$ cat config.mk
export PLATFORM = sky130hd
export DESIGN_NAME = cmd_sched
export DESIGN_NICKNAME = d
export VERILOG_FILES = /design/src/rtl/cmd_sched.sv
export SDC_FILE = /design/constraint.sdc
export NUM_CORES = 1
export LEC_CHECK = 0
export CORE_MARGIN = 8
export CORE_UTILIZATION = 45
export DETAILED_ROUTE_END_ITERATION = 12
export PLACE_DENSITY = 0.79
export SLEW_MARGIN = 20
export SYNTH_ARGS = -nofsm -noshare
export SYNTH_HDL_FRONTEND = slang
export SYNTH_SLANG_ARGS = --single-unit
$ cat constraint.sdc
create_clock -name clk -period 1.96 [get_ports clk]
set_input_delay 0.196 -clock clk [delete_from_list [all_inputs] [get_ports clk]]
set_output_delay 0.196 -clock clk [all_outputs]
set_load 0.01 [all_outputs]
$ cat src/rtl/cmd_sched.sv
// Round-robin scheduler that shares one snd_cmd among NREQ requesters, launching each
// granted command with a per-attempt response timeout and bounded retry.
module cmd_sched #(
  parameter int NREQ        = 4,
  parameter int TIMEOUT_CYC = 1000,
  parameter int MAX_RETRY   = 2
) (
  input  logic              clk,
  input  logic              rst,
  input  logic [NREQ-1:0]   req,
  input  logic [5*NREQ-1:0] req_start,
  input  logic [4*NREQ-1:0] req_len,
  output logic [NREQ-1:0]   gnt,
  output logic [NREQ-1:0]   done,
  output logic [NREQ-1:0]   fail,
  output logic              busy,
  output logic              send,
  output logic [4:0]        cmd_start,
  output logic [3:0]        cmd_len,
  input  logic              resp_rcvd,
  output logic [1:0]        state_dbg
);
  localparam int IW = $clog2(NREQ);
  localparam int TW = $clog2(TIMEOUT_CYC);
  localparam logic [TW-1:0]   TIMER_LAST = TW'(TIMEOUT_CYC - 1);
  localparam logic [2:0]      RETRY_MAX  = 3'(MAX_RETRY);
  localparam logic [IW-1:0]   ID_LAST    = IW'(NREQ - 1);
  localparam logic [NREQ-1:0] GNT_ONE    = NREQ'(1);

  typedef enum logic [1:0] {
    IDLE   = 2'd0,
    LAUNCH = 2'd1,
    WAIT   = 2'd2
  } state_t;

  state_t          state, state_nxt;
  logic [IW-1:0]   id, id_nxt;
  logic [IW-1:0]   rr_ptr, rr_ptr_nxt;
  logic [IW-1:0]   id_inc;
  logic [2:0]      retry_cnt, retry_nxt;
  logic [TW-1:0]   timer, timer_nxt;
  logic [NREQ-1:0] gnt_nxt, done_nxt, fail_nxt;
  logic [4:0]      start_nxt;
  logic [3:0]      len_nxt;
  logic            pick_vld;
  logic [IW-1:0]   pick_id;

  function automatic logic [IW-1:0] rr_idx(input logic [IW-1:0] base, input int k);
    int s;
    s = int'(base) + k;
    if (s >= NREQ) s = s - NREQ;
    return IW'(s);
  endfunction

  // First requesting index at or after rr_ptr, wrapping modulo NREQ
  always_comb begin
    pick_vld = 1'b0;
    pick_id  = '0;
    for (int k = 0; k < NREQ; k++) begin
      if (!pick_vld && req[rr_idx(rr_ptr, k)]) begin
        pick_vld = 1'b1;
        pick_id  = rr_idx(rr_ptr, k);
      end
    end
  end

  assign id_inc = (id == ID_LAST) ? '0 : id + 1'b1;

  always_comb begin
    state_nxt  = state;
    id_nxt     = id;
    rr_ptr_nxt = rr_ptr;
    retry_nxt  = retry_cnt;
    timer_nxt  = timer;
    gnt_nxt    = gnt;
    done_nxt   = '0;
    fail_nxt   = '0;
    start_nxt  = cmd_start;
    len_nxt    = cmd_len;
    case (state)
      IDLE: begin
        if (pick_vld) begin
          id_nxt    = pick_id;
          gnt_nxt   = GNT_ONE << pick_id;
          start_nxt = req_start[5*int'(pick_id) +: 5];
          len_nxt   = req_len[4*int'(pick_id) +: 4];
          retry_nxt = '0;
          state_nxt = LAUNCH;
        end
      end
      LAUNCH: begin
        timer_nxt = '0;
        state_nxt = WAIT;
      end
      WAIT: begin
        timer_nxt = timer + 1'b1;
        // A response arriving on the timeout cycle still counts as success
        if (resp_rcvd) begin
          done_nxt   = gnt;
          gnt_nxt    = '0;
          rr_ptr_nxt = id_inc;
          state_nxt  = IDLE;
        end else if (timer == TIMER_LAST) begin
          if (retry_cnt < RETRY_MAX) begin
            retry_nxt = retry_cnt + 1'b1;
            state_nxt = LAUNCH;
          end else begin
            fail_nxt   = gnt;
            gnt_nxt    = '0;
            rr_ptr_nxt = id_inc;
            state_nxt  = IDLE;
          end
        end
      end
      default: state_nxt = IDLE;
    endcase
  end

  always_ff @(posedge clk) begin
    if (rst) begin
      state     <= IDLE;
      id        <= '0;
      rr_ptr    <= '0;
      retry_cnt <= '0;
      timer     <= '0;
      gnt       <= '0;
      done      <= '0;
      fail      <= '0;
      cmd_start <= '0;
      cmd_len   <= '0;
    end else begin
      state     <= state_nxt;
      id        <= id_nxt;
      rr_ptr    <= rr_ptr_nxt;
      retry_cnt <= retry_nxt;
      timer     <= timer_nxt;
      gnt       <= gnt_nxt;
      done      <= done_nxt;
      fail      <= fail_nxt;
      cmd_start <= start_nxt;
      cmd_len   <= len_nxt;
    end
  end

  assign send      = (state == LAUNCH);
  assign busy      = (state != IDLE);
  assign state_dbg = state;

endmodule

==> load_flow_metrics.sql <==
INSERT INTO impl_metrics (metric_group, metric, value, unit) VALUES
('setup_path', 'r2r_end', 'state_dbg[1]$_SDFFE_PP0P_', ''),
('synth', 'postSynthCellCount', '226', ''),
('synth', 'yosys.area_share.xor_xnor', '3.48', '%'),
('grt', 'grt.total_usage', '15.4', '%'),
('setup_path', 'cpPeakStageDelay', '0.40', 'ns'),
('setup_path', 'worst_setup_path_end_kind', 'register', ''),
('clock_network', 'cts-hold-fix-buffers', '0', ''),
('power_and_ir_drop', 'net-switching-power', '0.684', 'mW'),
('place', 'placed_area', '2780', 'sq um'),
('layout', 'nets', '349', ''),
('synth', 'synth_cell_types', '45', ''),
('synth', 'post_synth.cell_area_avg', '8.92', 'sq um'),
('synth', 'main_combinational_cell_family_by_area_after_synthesis', 'simple AND/OR/NAND/NOR gates', ''),
('route', 'postRouteAntennaNets', '0', ''),
('layout', 'fin_cells', '352', ''),
('route', 'post-route-drc-count', '0', ''),
('synth', 'synth-simple-area-share', '24.3', '%'),
('floorplanning', 'num_rows', '24', ''),
('floorplanning', 'core_outline_area', '4320', 'sq um'),
('clock_network', 'cts_tree', 'done', ''),
('layout', 'antenna_cells_inserted', '0', ''),
('power_and_ir_drop', 'power.share.sequential', '42.2', '%'),
('route', 'drt-total-wl', '5450', 'um'),
('route', 'drt-vias-per-instance', '5.51', ''),
('setup_path', 'cpMaxStageDelayCell', 'dfxtp_1', ''),
('clock_network', 'clockBufferDepth', '2', ''),
('power_and_ir_drop', 'p_leak', '1.11', 'nW'),
('layout', 'multiInputGateArea', '1130', 'sq um'),
('place', 'gpl.final_weighted_congestion', '0.830', ''),
('route', 'detail_route.wl_per_cell', '15.5', 'um'),
('layout', 'layout_common_cells', 'clkdlybuf4s50_1, dfxtp_1, nor2_1, nand2_1, a21oi_1', ''),
('setup_path', 'worst_path_dominant_cell_family', 'simple AND/OR/NAND/NOR gates', ''),
('setup_path', 'crit_arrival', '2.00', 'ns'),
('grt', 'grt_antenna_before_repair', '0', ''),
('floorplanning', 'chipHeight', '82.9', 'um'),
('setup_path', 'crit_buf_inv', '0', ''),
('floorplanning', 'start_util', '46.6', '%'),
('floorplanning', 'pin_count', '68', ''),
('clock_network', 'worst_setup_hold_path_clk_slew', '0.07', 'ns'),
('layout', 'final_layout_size_suffix_gt1_share', '10.0', '%'),
('clock_network', 'cts_buffer_count', '5', ''),
('setup_path', 'r2r.worst_path.cells', '6', ''),
('route', 'first_pass_iters', '5', ''),
('power_and_ir_drop', 'p_clk_share', '24.6', '%'),
('synth', 'synth-edff-count', '0', ''),
('timing', 'fin_crit_sh', '93.2', '%'),
('power_and_ir_drop', 'fin_total_pwr', '2.24', 'mW'),
('layout', 'regArea', '801', 'sq um'),
('worst_hold_path', 'start_point_of_the_worst_min_delay_path', 'req_start[10]', ''),
('setup_path', 'critical_path_maximum_fanout', '4', ''),
('clock_network', 'clkLatencyLatePin', '0.29', 'ns'),
('layout', 'layout.cell_area.non_filler', '2880', 'sq um'),
('setup_path', 'worstPathCellList', 'ha_1, and4bb_2, nand3_1, a21oi_1, mux2i_1, nor2_1', ''),
('synth', 'netlist_area', '2020', 'sq um'),
('power_and_ir_drop', 'sw_frac_of_total', '30.6', '%'),
('grt', 'grt_first_pass_wirelength', '9180', 'um'),
('floorplanning', 'die_width', '82.9', 'um'),
('timing', 'finalCriticalPeriod', '1.83', 'ns'),
('place', 'place.detailed.hpwl', '4280', 'um'),
('power_and_ir_drop', 'power.share.combinational', '33.2', '%'),
('status', 'status', 'finished clean', ''),
('synth', 'mappedNetlistNets', '276', ''),
('synth', 'synthMuxAreaShare', '1.49', '%'),
('timing', 'finalSetupViolations', '0', ''),
('timing', 'hold_violations', '0', ''),
('power_and_ir_drop', 'irDropWorstVdd', '0.000294', 'V'),
('timing', 'max_slew.worst_pin.slew', '0.435', 'ns'),
('timing', 'clock-skew-final', '0.00336', 'ns'),
('setup_path', 'cp_data_required_time', '2.14', 'ns'),
('timing', 'timing.max_slew.rel_slack', '70.9', '%'),
('timing', 'timing.fmax', '548', 'MHz');
## cell type report
type / instances / area share (%)
Inverter: 9 / 1.17
Clock inverter: 2 / 0.348
Tap cell: 52 / 2.26
Multi-Input combinational cell: 165 / 39.2
Timing Repair Buffer: 78 / 26.3
Clock buffer: 6 / 2.87
Sequential cell: 40 / 27.9
## synthesized netlist by cell type (all sizes together), types with 2 or more instances
library cell / number / area [sq um]
xnor2: 2 / 17.5
nor3: 6 / 30.0
nand2: 22 / 82.6
and3: 2 / 12.5
o21ai: 4 / 20.0
nand2b: 5 / 33.8
a311oi: 10 / 87.6
nor2: 31 / 119
a222oi: 9 / 90.1
a21oi: 14 / 70.1
nor2b: 3 / 18.8
buf: 7 / 37.5
nor4b: 2 / 30.0
inv: 9 / 33.8
o211ai: 2 / 15.0
and2: 10 / 62.6
xor2: 6 / 52.6
a31oi: 3 / 33.8
nand3: 2 / 10.0
nand4: 3 / 18.8
clkbuf: 5 / 18.8
a2bb2oi: 2 / 17.5
or3: 2 / 12.5
mux2i: 3 / 30.0
dfxtp: 40 / 801
ha: 7 / 87.6
## power groups by stage
stage	logic [mW]	clock network (mW)	registers, mW
3_5_place_dp	0.744	0	0.963
5_1_grt	0.808	0.606	0.954
2_1_floorplan	0.360	0	0.983
3_3_place_gp	0.733	0	0.960
4_1_cts	0.749	0.569	0.944
6_report	0.744	0.552	0.944
## sequential cells by signal, indices dropped and copies added (netlist names)
register,flops
cmd_len,4
gnt,4
fail,4
cmd_start,5
timer,10
rr_ptr,2
retry_cnt,3
id,2
done,4
state_dbg,2
## per-stage QoR
stage	setup WS (ns)	util (%)	hold slack [ns]	setup TNS, ns
3_5_place_dp	-0.142	64.2	0.473	-1.10
4_1_cts	0.0207	66.4	0.468	0
5_1_grt	0.0165	66.5	0.486	0
6_report	0.134	66.5	0.474	0
2_1_floorplan	0.239	-	0.355	0
3_3_place_gp	-0.0187	64.2	0.469	-0.0545
## cell families (layout without fill, tap and decap cells)
logic type / Yosys count / after routing
AO/OA/AOI/OAI: 54 / 54
adder cells (fa/ha/maj): 7 / 7
multiplexers: 3 / 3
flip-flops: 40 / 40
XOR/XNOR: 8 / 8
AND/OR/NAND/NOR: 93 / 93
buffers and inverters: 21 / 95
## routing by layer
metal / track usage (%) / part of all wire [%] / wire [um] / vias up
met5: 0 / 0 / 0 / -
met4: 5.91 / 1.5 / 83 / 0
met3: 3.13 / 3.7 / 201 / 7
met2: 26.4 / 52 / 2820 / 45
met1: 18.2 / 43 / 2340 / 918
li1: - / - / - / 971
## worst reg2reg max path, delay by kind of cell, from the launching register on
family | cells | cell delay [ns]
AOI/OAI and AO/OA | 1 | 0.36
muxes | 1 | 0.23
adders and majority gates | 1 | 0.23
and+or+nand+nor | 3 | 0.50
DFF | 1 | 0.40
## worst max-delay path by stage
stage / from / to / slack [ns] / depth (start not counted)
final: timer[0]$_SDFFE_PP0P_ / state_dbg[1]$_SDFFE_PP0P_ / 0.13 / 6
after global routing: rr_ptr[1]$_SDFFE_PP0P_ / cmd_len[2]$_SDFFE_PP0P_ / 0.02 / 5
after CTS: state_dbg[0]$_SDFFE_PP0P_ / busy / 0.02 / 4
after detailed placement: req[0] / cmd_start[3]$_SDFFE_PP0P_ / -0.14 / 6
after global placement: req[0] / cmd_len[3]$_SDFFE_PP0P_ / -0.02 / 6
after floorplan: state_dbg[0]$_SDFFE_PP0P_ / timer[7]$_SDFFE_PP0P_ / 0.24 / 6
## repair_timing
action,CTS,global route
gates resized for setup,0,2
setup endpoints to repair,0,11
setup buffers,0,0
Power figures use the tool's default switching activity.
